**src/rtl/snake_pkg.sv**
```systemverilog
// -----------------------------------------------------------------------------
// snake_pkg
// Shared definitions for the snake input controller:
//   - direction encodings (UP/RIGHT/DOWN/LEFT)
//   - PS/2 set-2 scancodes for WASD, arrow keys, space and R
//   - run/pause state encodings
//   - decoded key command type, scancode decoder and opposite-direction helper
// -----------------------------------------------------------------------------
package snake_pkg;

   localparam logic [1:0] DIR_UP    = 2'd0;
   localparam logic [1:0] DIR_RIGHT = 2'd1;
   localparam logic [1:0] DIR_DOWN  = 2'd2;
   localparam logic [1:0] DIR_LEFT  = 2'd3;

   localparam logic [7:0] SC_W     = 8'h1D;
   localparam logic [7:0] SC_S     = 8'h1B;
   localparam logic [7:0] SC_A     = 8'h1C;
   localparam logic [7:0] SC_D     = 8'h23;
   localparam logic [7:0] SC_UP    = 8'h75;
   localparam logic [7:0] SC_DOWN  = 8'h72;
   localparam logic [7:0] SC_LEFT  = 8'h6B;
   localparam logic [7:0] SC_RIGHT = 8'h74;
   localparam logic [7:0] SC_SPACE = 8'h29;
   localparam logic [7:0] SC_R     = 8'h2D;

   localparam logic ST_RUN    = 1'b0;
   localparam logic ST_PAUSED = 1'b1;

   typedef enum logic [1:0] {
      CMD_NONE,
      CMD_DIR,
      CMD_PAUSE,
      CMD_RESTART
   } cmd_kind_t;

   typedef struct packed {
      cmd_kind_t  kind;
      logic [1:0] dir;
   } key_cmd_t;

   // Encodings are arranged so the reverse direction differs only in bit 1.
   function automatic logic [1:0] opposite_dir(input logic [1:0] d);
      return d ^ 2'b10;
   endfunction

   function automatic key_cmd_t decode_scancode(input logic [7:0] sc);
      key_cmd_t c;
      c.kind = CMD_NONE;
      c.dir  = DIR_UP;
      case (sc)
         SC_W, SC_UP: begin
            c.kind = CMD_DIR;
            c.dir  = DIR_UP;
         end
         SC_S, SC_DOWN: begin
            c.kind = CMD_DIR;
            c.dir  = DIR_DOWN;
         end
         SC_A, SC_LEFT: begin
            c.kind = CMD_DIR;
            c.dir  = DIR_LEFT;
         end
         SC_D, SC_RIGHT: begin
            c.kind = CMD_DIR;
            c.dir  = DIR_RIGHT;
         end
         SC_SPACE: c.kind = CMD_PAUSE;
         SC_R:     c.kind = CMD_RESTART;
         default:  c.kind = CMD_NONE;
      endcase
      return c;
   endfunction

endpackage

```
**src/rtl/snake_input_ctrl_dir_fifo.sv**
```systemverilog
// -----------------------------------------------------------------------------
// dir_fifo
// Small synchronous FIFO of 2-bit direction codes.
//   clk, rst : system clock, synchronous active-high reset
//   push     : write din (accepted when not full, or when a pop frees a slot)
//   pop      : remove head (ignored when empty)
//   flush    : empty the queue (synchronous, takes priority over push/pop)
//   din      : direction to enqueue
//   head     : oldest entry (valid when not empty)
//   tail     : most recently written entry (valid when not empty)
//   count    : occupancy, 0..DEPTH
//   full     : count == DEPTH
//   empty    : count == 0
// DEPTH must be a power of two so the pointers wrap by natural overflow.
// -----------------------------------------------------------------------------
module dir_fifo #(
   parameter int unsigned DEPTH = 4
) (
   input  logic                     clk,
   input  logic                     rst,
   input  logic                     push,
   input  logic                     pop,
   input  logic                     flush,
   input  logic [1:0]               din,
   output logic [1:0]               head,
   output logic [1:0]               tail,
   output logic [$clog2(DEPTH):0]   count,
   output logic                     full,
   output logic                     empty
);

   localparam int unsigned AW = $clog2(DEPTH);

   logic [1:0]    mem [DEPTH];
   logic [AW-1:0] wr_ptr;
   logic [AW-1:0] rd_ptr;
   logic [AW-1:0] wr_prev;
   logic          do_push;
   logic          do_pop;

   assign empty   = (count == '0);
   assign full    = (count == (AW+1)'(DEPTH));
   assign do_pop  = pop & ~empty;
   // A pop in the same cycle frees the slot, so a full queue can still accept.
   assign do_push = push & (~full | do_pop);

   assign wr_prev = wr_ptr - AW'(1);
   assign head    = mem[rd_ptr];
   assign tail    = mem[wr_prev];

   always_ff @(posedge clk) begin
      if (rst || flush) begin
         wr_ptr <= '0;
         rd_ptr <= '0;
         count  <= '0;
      end else begin
         if (do_push) begin
            wr_ptr <= wr_ptr + AW'(1);
         end
         if (do_pop) begin
            rd_ptr <= rd_ptr + AW'(1);
         end
         case ({do_push, do_pop})
            2'b10:   count <= count + 1'b1;
            2'b01:   count <= count - 1'b1;
            default: count <= count;
         endcase
      end
   end

   // Storage needs no reset: entries are only read once written.
   always_ff @(posedge clk) begin
      if (!rst && !flush && do_push) begin
         mem[wr_ptr] <= din;
      end
   end

endmodule

```
**src/rtl/snake_input_ctrl.sv**
```systemverilog
// -----------------------------------------------------------------------------
// snake_input_ctrl
// Bridges the PS/2 receiver to the snake game: synchronises the key-release
// strobe, decodes scancodes into direction / pause / restart commands, filters
// illegal turns, queues direction changes and releases one per game tick.
//   clk          : system clock
//   rst          : synchronous reset, active-high
//   key_pressed  : receiver release strobe (PS/2 clock domain)
//   last_pressed : receiver scancode, stable while key_pressed is high
//   tick         : one-cycle game-step request
//   dir          : current direction (0 UP, 1 RIGHT, 2 DOWN, 3 LEFT)
//   step         : one-cycle pulse, advance snake using dir
//   paused       : game paused
//   restart      : one-cycle pulse, restart requested
//   overflow     : one-cycle pulse, direction dropped because queue full
//   q_count      : direction queue occupancy
// -----------------------------------------------------------------------------
module snake_input_ctrl
   import snake_pkg::*;
#(
   parameter int unsigned DEPTH    = 4,
   parameter logic [1:0]  INIT_DIR = 2'd1
) (
   input  logic                   clk,
   input  logic                   rst,
   input  logic                   key_pressed,
   input  logic [7:0]             last_pressed,
   input  logic                   tick,
   output logic [1:0]             dir,
   output logic                   step,
   output logic                   paused,
   output logic                   restart,
   output logic                   overflow,
   output logic [$clog2(DEPTH):0] q_count
);

   // ---------------- input capture ----------------
   logic       sync_meta;
   logic       sync_key;
   logic       key_prev;
   logic       key_edge;
   logic       evt_valid;
   logic [7:0] evt_code;

   assign key_edge = sync_key & ~key_prev;

   // ---------------- decode / filter ----------------
   key_cmd_t   cmd;
   logic       is_dir;
   logic       is_pause;
   logic       is_restart;
   logic       state;
   logic       running;
   logic [1:0] ref_dir;
   logic       dir_legal;
   logic       want_push;
   logic       do_tick;
   logic       drop_full;

   // ---------------- queue ----------------
   logic [1:0] fifo_head;
   logic [1:0] fifo_tail;
   logic       fifo_full;
   logic       fifo_empty;

   assign cmd        = decode_scancode(evt_code);
   assign is_dir     = evt_valid && (cmd.kind == CMD_DIR);
   assign is_pause   = evt_valid && (cmd.kind == CMD_PAUSE);
   assign is_restart = evt_valid && (cmd.kind == CMD_RESTART);
   assign running    = (state == ST_RUN);

   // Compare against where the snake will be heading once everything already
   // queued has been applied, not against the current direction.
   assign ref_dir   = fifo_empty ? dir : fifo_tail;
   assign dir_legal = (cmd.dir != ref_dir) && (cmd.dir != opposite_dir(ref_dir));
   assign want_push = is_dir && running && dir_legal;

   assign do_tick   = tick && running && !is_restart;
   // When full, the queue is non-empty, so a concurrent tick always frees a slot.
   assign drop_full = want_push && fifo_full && !do_tick;

   assign paused  = (state == ST_PAUSED);

   dir_fifo #(
      .DEPTH (DEPTH)
   ) u_dir_fifo (
      .clk   (clk),
      .rst   (rst),
      .push  (want_push),
      .pop   (do_tick),
      .flush (is_restart),
      .din   (cmd.dir),
      .head  (fifo_head),
      .tail  (fifo_tail),
      .count (q_count),
      .full  (fifo_full),
      .empty (fifo_empty)
   );

   always_ff @(posedge clk) begin
      if (rst) begin
         sync_meta <= 1'b0;
         sync_key  <= 1'b0;
         key_prev  <= 1'b0;
         evt_valid <= 1'b0;
         evt_code  <= '0;
         dir       <= INIT_DIR;
         state     <= ST_RUN;
         step      <= 1'b0;
         restart   <= 1'b0;
         overflow  <= 1'b0;
      end else begin
         sync_meta <= key_pressed;
         sync_key  <= sync_meta;
         key_prev  <= sync_key;
         evt_valid <= key_edge;
         // last_pressed has been stable since before key_pressed rose, so it
         // is safe to sample directly once the synchronised edge is seen.
         if (key_edge) begin
            evt_code <= last_pressed;
         end

         step     <= do_tick;
         restart  <= is_restart;
         overflow <= drop_full;

         if (is_restart) begin
            dir   <= INIT_DIR;
            state <= ST_RUN;
         end else begin
            if (do_tick && !fifo_empty) begin
               dir <= fifo_head;
            end
            if (is_pause) begin
               state <= running ? ST_PAUSED : ST_RUN;
            end
         end
      end
   end

endmodule
```
**config.mk**
```make
export PLATFORM = sky130hd
export DESIGN_NAME = snake_input_ctrl
export DESIGN_NICKNAME = d
export VERILOG_FILES = /design/src/rtl/snake_pkg.sv /design/src/rtl/snake_input_ctrl_dir_fifo.sv /design/src/rtl/snake_input_ctrl.sv
export SDC_FILE = /design/constraint.sdc
export NUM_CORES = 1
export LEC_CHECK = 0
export CORE_UTILIZATION = 55
export CTS_CLUSTER_DIAMETER = 150
export DETAILED_ROUTE_END_ITERATION = 10
export GPL_TIMING_DRIVEN = 0
export PLACE_DENSITY = 0.79
export SLEW_MARGIN = 20
export SYNTH_ARGS = -nofsm -noshare
export SYNTH_HDL_FRONTEND = slang
export SYNTH_HIERARCHICAL = 1
export SYNTH_SLANG_ARGS = --single-unit
```
**constraint.sdc**
```tcl
create_clock -name clk -period 3.5 [get_ports clk]
set_clock_uncertainty 0.15 [all_clocks]
set_input_delay 0.7 -clock clk [delete_from_list [all_inputs] [get_ports clk]]
set_output_delay 0.7 -clock clk [all_outputs]
set_load 0.02 [all_outputs]
```
==> results.tsv <==
stage	metric	value	unit
route	drt_iter0_markers	53	
setup_path	worstSetupEndpointType	flip-flop	
sta	final_max_slew_viol_count	0	
floorplanning	die_area	3490	µm²
route	wl	3950	µm
global_routing	grt_max_degree	12	
global_routing	antenna_found_initial	0	
power_and_ir_drop	power_leakage	0.840	nW
cts	cts.sinks	35	
synth	syn_area	1790	µm²
setup_path	crit_arrival	3.47	ns
power_and_ir_drop	design_power_total	0.687	mW
global_routing	busiest_layer	met2	
setup_path	timing_worst_setup_path_type	flip-flop to flip-flop	
place	preCtsSetupSlack	-0.0483	ns
sta	final_hold_viol_count	0	
sta	setup_viol	0	
layout	regArea	788	µm²
power_and_ir_drop	power.density	310	nW/µm²
global_routing	grt_util_all_layers	23.4	%
power_and_ir_drop	ir_drop	0.000268	V
global_routing	met2_usage	44.2	%
floorplanning	fp.coreArea	3080	µm²
setup_path	reg2reg_depth	14	
cts	cts_root_buf	clkbuf_4	
synth	yosys_warnings	6	
synth	netlist_instances	168	
setup_path	rr_endpoint	u_dir_fifo/count[1]$_SDFFE_PP0P_	
route	viasPerCell	5.79	
sta	period_needed	3.39	ns
layout	multi_input_area	970	µm²
global_routing	overflow	0	
setup_path	crit_fanout	6	
layout	n_fill_cell	237	
hold_path	worstHoldPathType	flip-flop to flip-flop	
global_routing	grt_pass1_wl	5880	µm
floorplanning	initial_core_util	58.3	%
outcome	status	finished clean	
floorplanning	die_w	59.1	µm
hold_path	hold_depth	1	
setup_path	crit_chain	inv_1 > ha_4 > mux4_2 > mux2i_2 > a311oi_1 > a31oi_1 > and2_1 > buf_6 > inv_1 > nand2b_1 > fa_1 > o21ba_2 > o211ai_1 > a221oi_2	
place	dp_hpwl	2820	µm
cts	clk_pin_slew	0.10	ns
setup_path	r2r_slack	0.11	ns
setup_path	crit_slowest_cell	fa_1	
route	wl_per_cell	15.9	µm
layout	diodes	0	
cts	cts-buffers-inserted	5	
layout	finalNetCount	220	
layout	fin_util	72.0	%
floorplanning	ios	21	
layout	stdcell_count	248	
route	vias	1435	
sta	layout_setup_ws	0.114	ns
sta	period_share	96.7	%
global_routing	grt_pass1_vias	1381	
global_routing	met1_usage	23.0	%
layout	area_delta_synth_final	23.5	%
hold_path	hp-start	key_prev$_SDFF_PP0_	
route	antenna_left	0	
cts	cts_buffer_depth	2	
cts	cts_hold_buf	0	
setup_path	critPathTopFamily	compound AO/OA/AOI/OAI gates	
layout	drive_above_1_share	23.0	%
synth	syn_area_per_cell	10.7	µm²
setup_path	start_kind	flip-flop	
setup_path	cp.required	3.59	ns
global_routing	grt_util_met3	6.33	%
setup_path	timing.rr.start	u_dir_fifo/wr_ptr[0]$_SDFFE_PP0P_	
place	placed_area	2050	µm²
sta	max_slew_margin	62.4	%
layout	final_area	2210	µm²
run	maxCapViolCount	0	
place	io_buffer_count	20	
place	gp_congestion	0.826	
setup_path	cpPeakStageDelay	0.42	ns
cts	clock_latency	0.33	ns
cts	cts_tree	done	
route	drcViolationCount	0	
sta	fmax	295	MHz
floorplanning	die_h	59.1	µm
hold_path	hold_path_end	evt_valid$_SDFF_PP0_	
setup_path	timing.critical_path.buf_inv	3	
route	dr.pass1.iters	4	
floorplanning	std_cell_rows	20	
synth	synth_nets	185	
place	place_inst	232	
setup_path	cp_common_cell	inv_1	
sta	tightest_slew	0.564	ns
setup_path	crit_start	u_dir_fifo/wr_ptr[0]$_SDFFE_PP0P_	
cts	h-tree-depth	2	
worst reg2reg max path, delay by kind of cell (launching register included):
kind / cells / cell delay, ns
multiplexers: 2 / 0.54
AND/OR/NAND/NOR: 2 / 0.33
AO/OA/AOI/OAI: 5 / 0.91
buffers and inverters: 3 / 0.29
adder cells (fa/ha/maj): 2 / 0.72
flip-flops: 1 / 0.37
sequential cells by signal (all words and copies together), names as in the netlist, named ones only:
| signal | flops |
|---|---|
| overflow | 1 |
| paused | 1 |
| evt_code | 8 |
| u_dir_fifo/mem | 8 |
| evt_valid | 1 |
| key_prev | 1 |
| sync_key | 1 |
| restart | 1 |
| step | 1 |
| u_dir_fifo/rd_ptr | 2 |
| u_dir_fifo/wr_ptr | 2 |
| sync_meta | 1 |
| dir | 2 |
| u_dir_fifo/count | 3 |
power breakdown:
group / internal [mW] / leakage (nW) / switching (mW)
clock: 0.0973 / 0.0353 / 0.125
sequential: 0.415 / 0.295 / 0.00634
combinational: 0.0234 / 0.509 / 0.0197
total: 0.536 / 0.840 / 0.151
cell usage in the layout (no fill, tap or decap), types with 4 or more instances in the layout:
cell type / n
inv_1: 6
clkbuf_4: 5
buf_4: 8
nor2b_1: 9
nor2_1: 17
clkdlybuf4s50_1: 20
dfxtp_1: 23
and3_1: 5
nor3_1: 4
mux2i_1: 9
edfxtp_1: 8
clkbuf_1: 4
xor2_1: 5
nand2_1: 5
nand2b_1: 4
per-layer routing:
metal | wire length (µm) | part of all wire [%] | up-vias
li1 | - | - | 676
met1 | 1490 | 38 | 680
met2 | 2090 | 53 | 60
met3 | 201 | 5.1 | 19
met4 | 165 | 4.2 | 0
met5 | 0 | 0 | -
how the worst max path moves through the flow:
stage	end	cells past startpoint
global route	u_dir_fifo/count[1]$_SDFFE_PP0P_	14
floorplan	u_dir_fifo/count[1]$_SDFFE_PP0P_	14
finish	u_dir_fifo/count[1]$_SDFFE_PP0P_	14
CTS	u_dir_fifo/count[1]$_SDFFE_PP0P_	14
detailed placement	u_dir_fifo/count[1]$_SDFFE_PP0P_	14
global placement	u_dir_fifo/count[1]$_SDFFE_PP0P_	14
per-stage QoR:
step | TNS [ns] | hold slack [ns]
CTS | 0 | 0.271
floorplan | 0 | 0.242
detailed placement | -0.0483 | 0.256
global placement | 0 | 0.249
finish | 0 | 0.269
global route | -0.0165 | 0.299
what timing repair did:
item | 4_1_cts | 5_1_grt
gates resized for setup | 1 | 12
setup buffers | 0 | 8
pin swaps | 0 | 3
endpoints found under the setup margin | 1 | 1
area by class of cell:
cell class	instances	share of cell area [%]
Multi-Input combinational cell	118	43.8
Sequential cell	35	35.6
Timing Repair Buffer	28	11.8
Clock buffer	7	2.49
Buffer	8	2.49
Tap cell	44	2.49
Inverter	7	1.19
Clock inverter	1	0.226
Power figures use the tool's default switching activity.
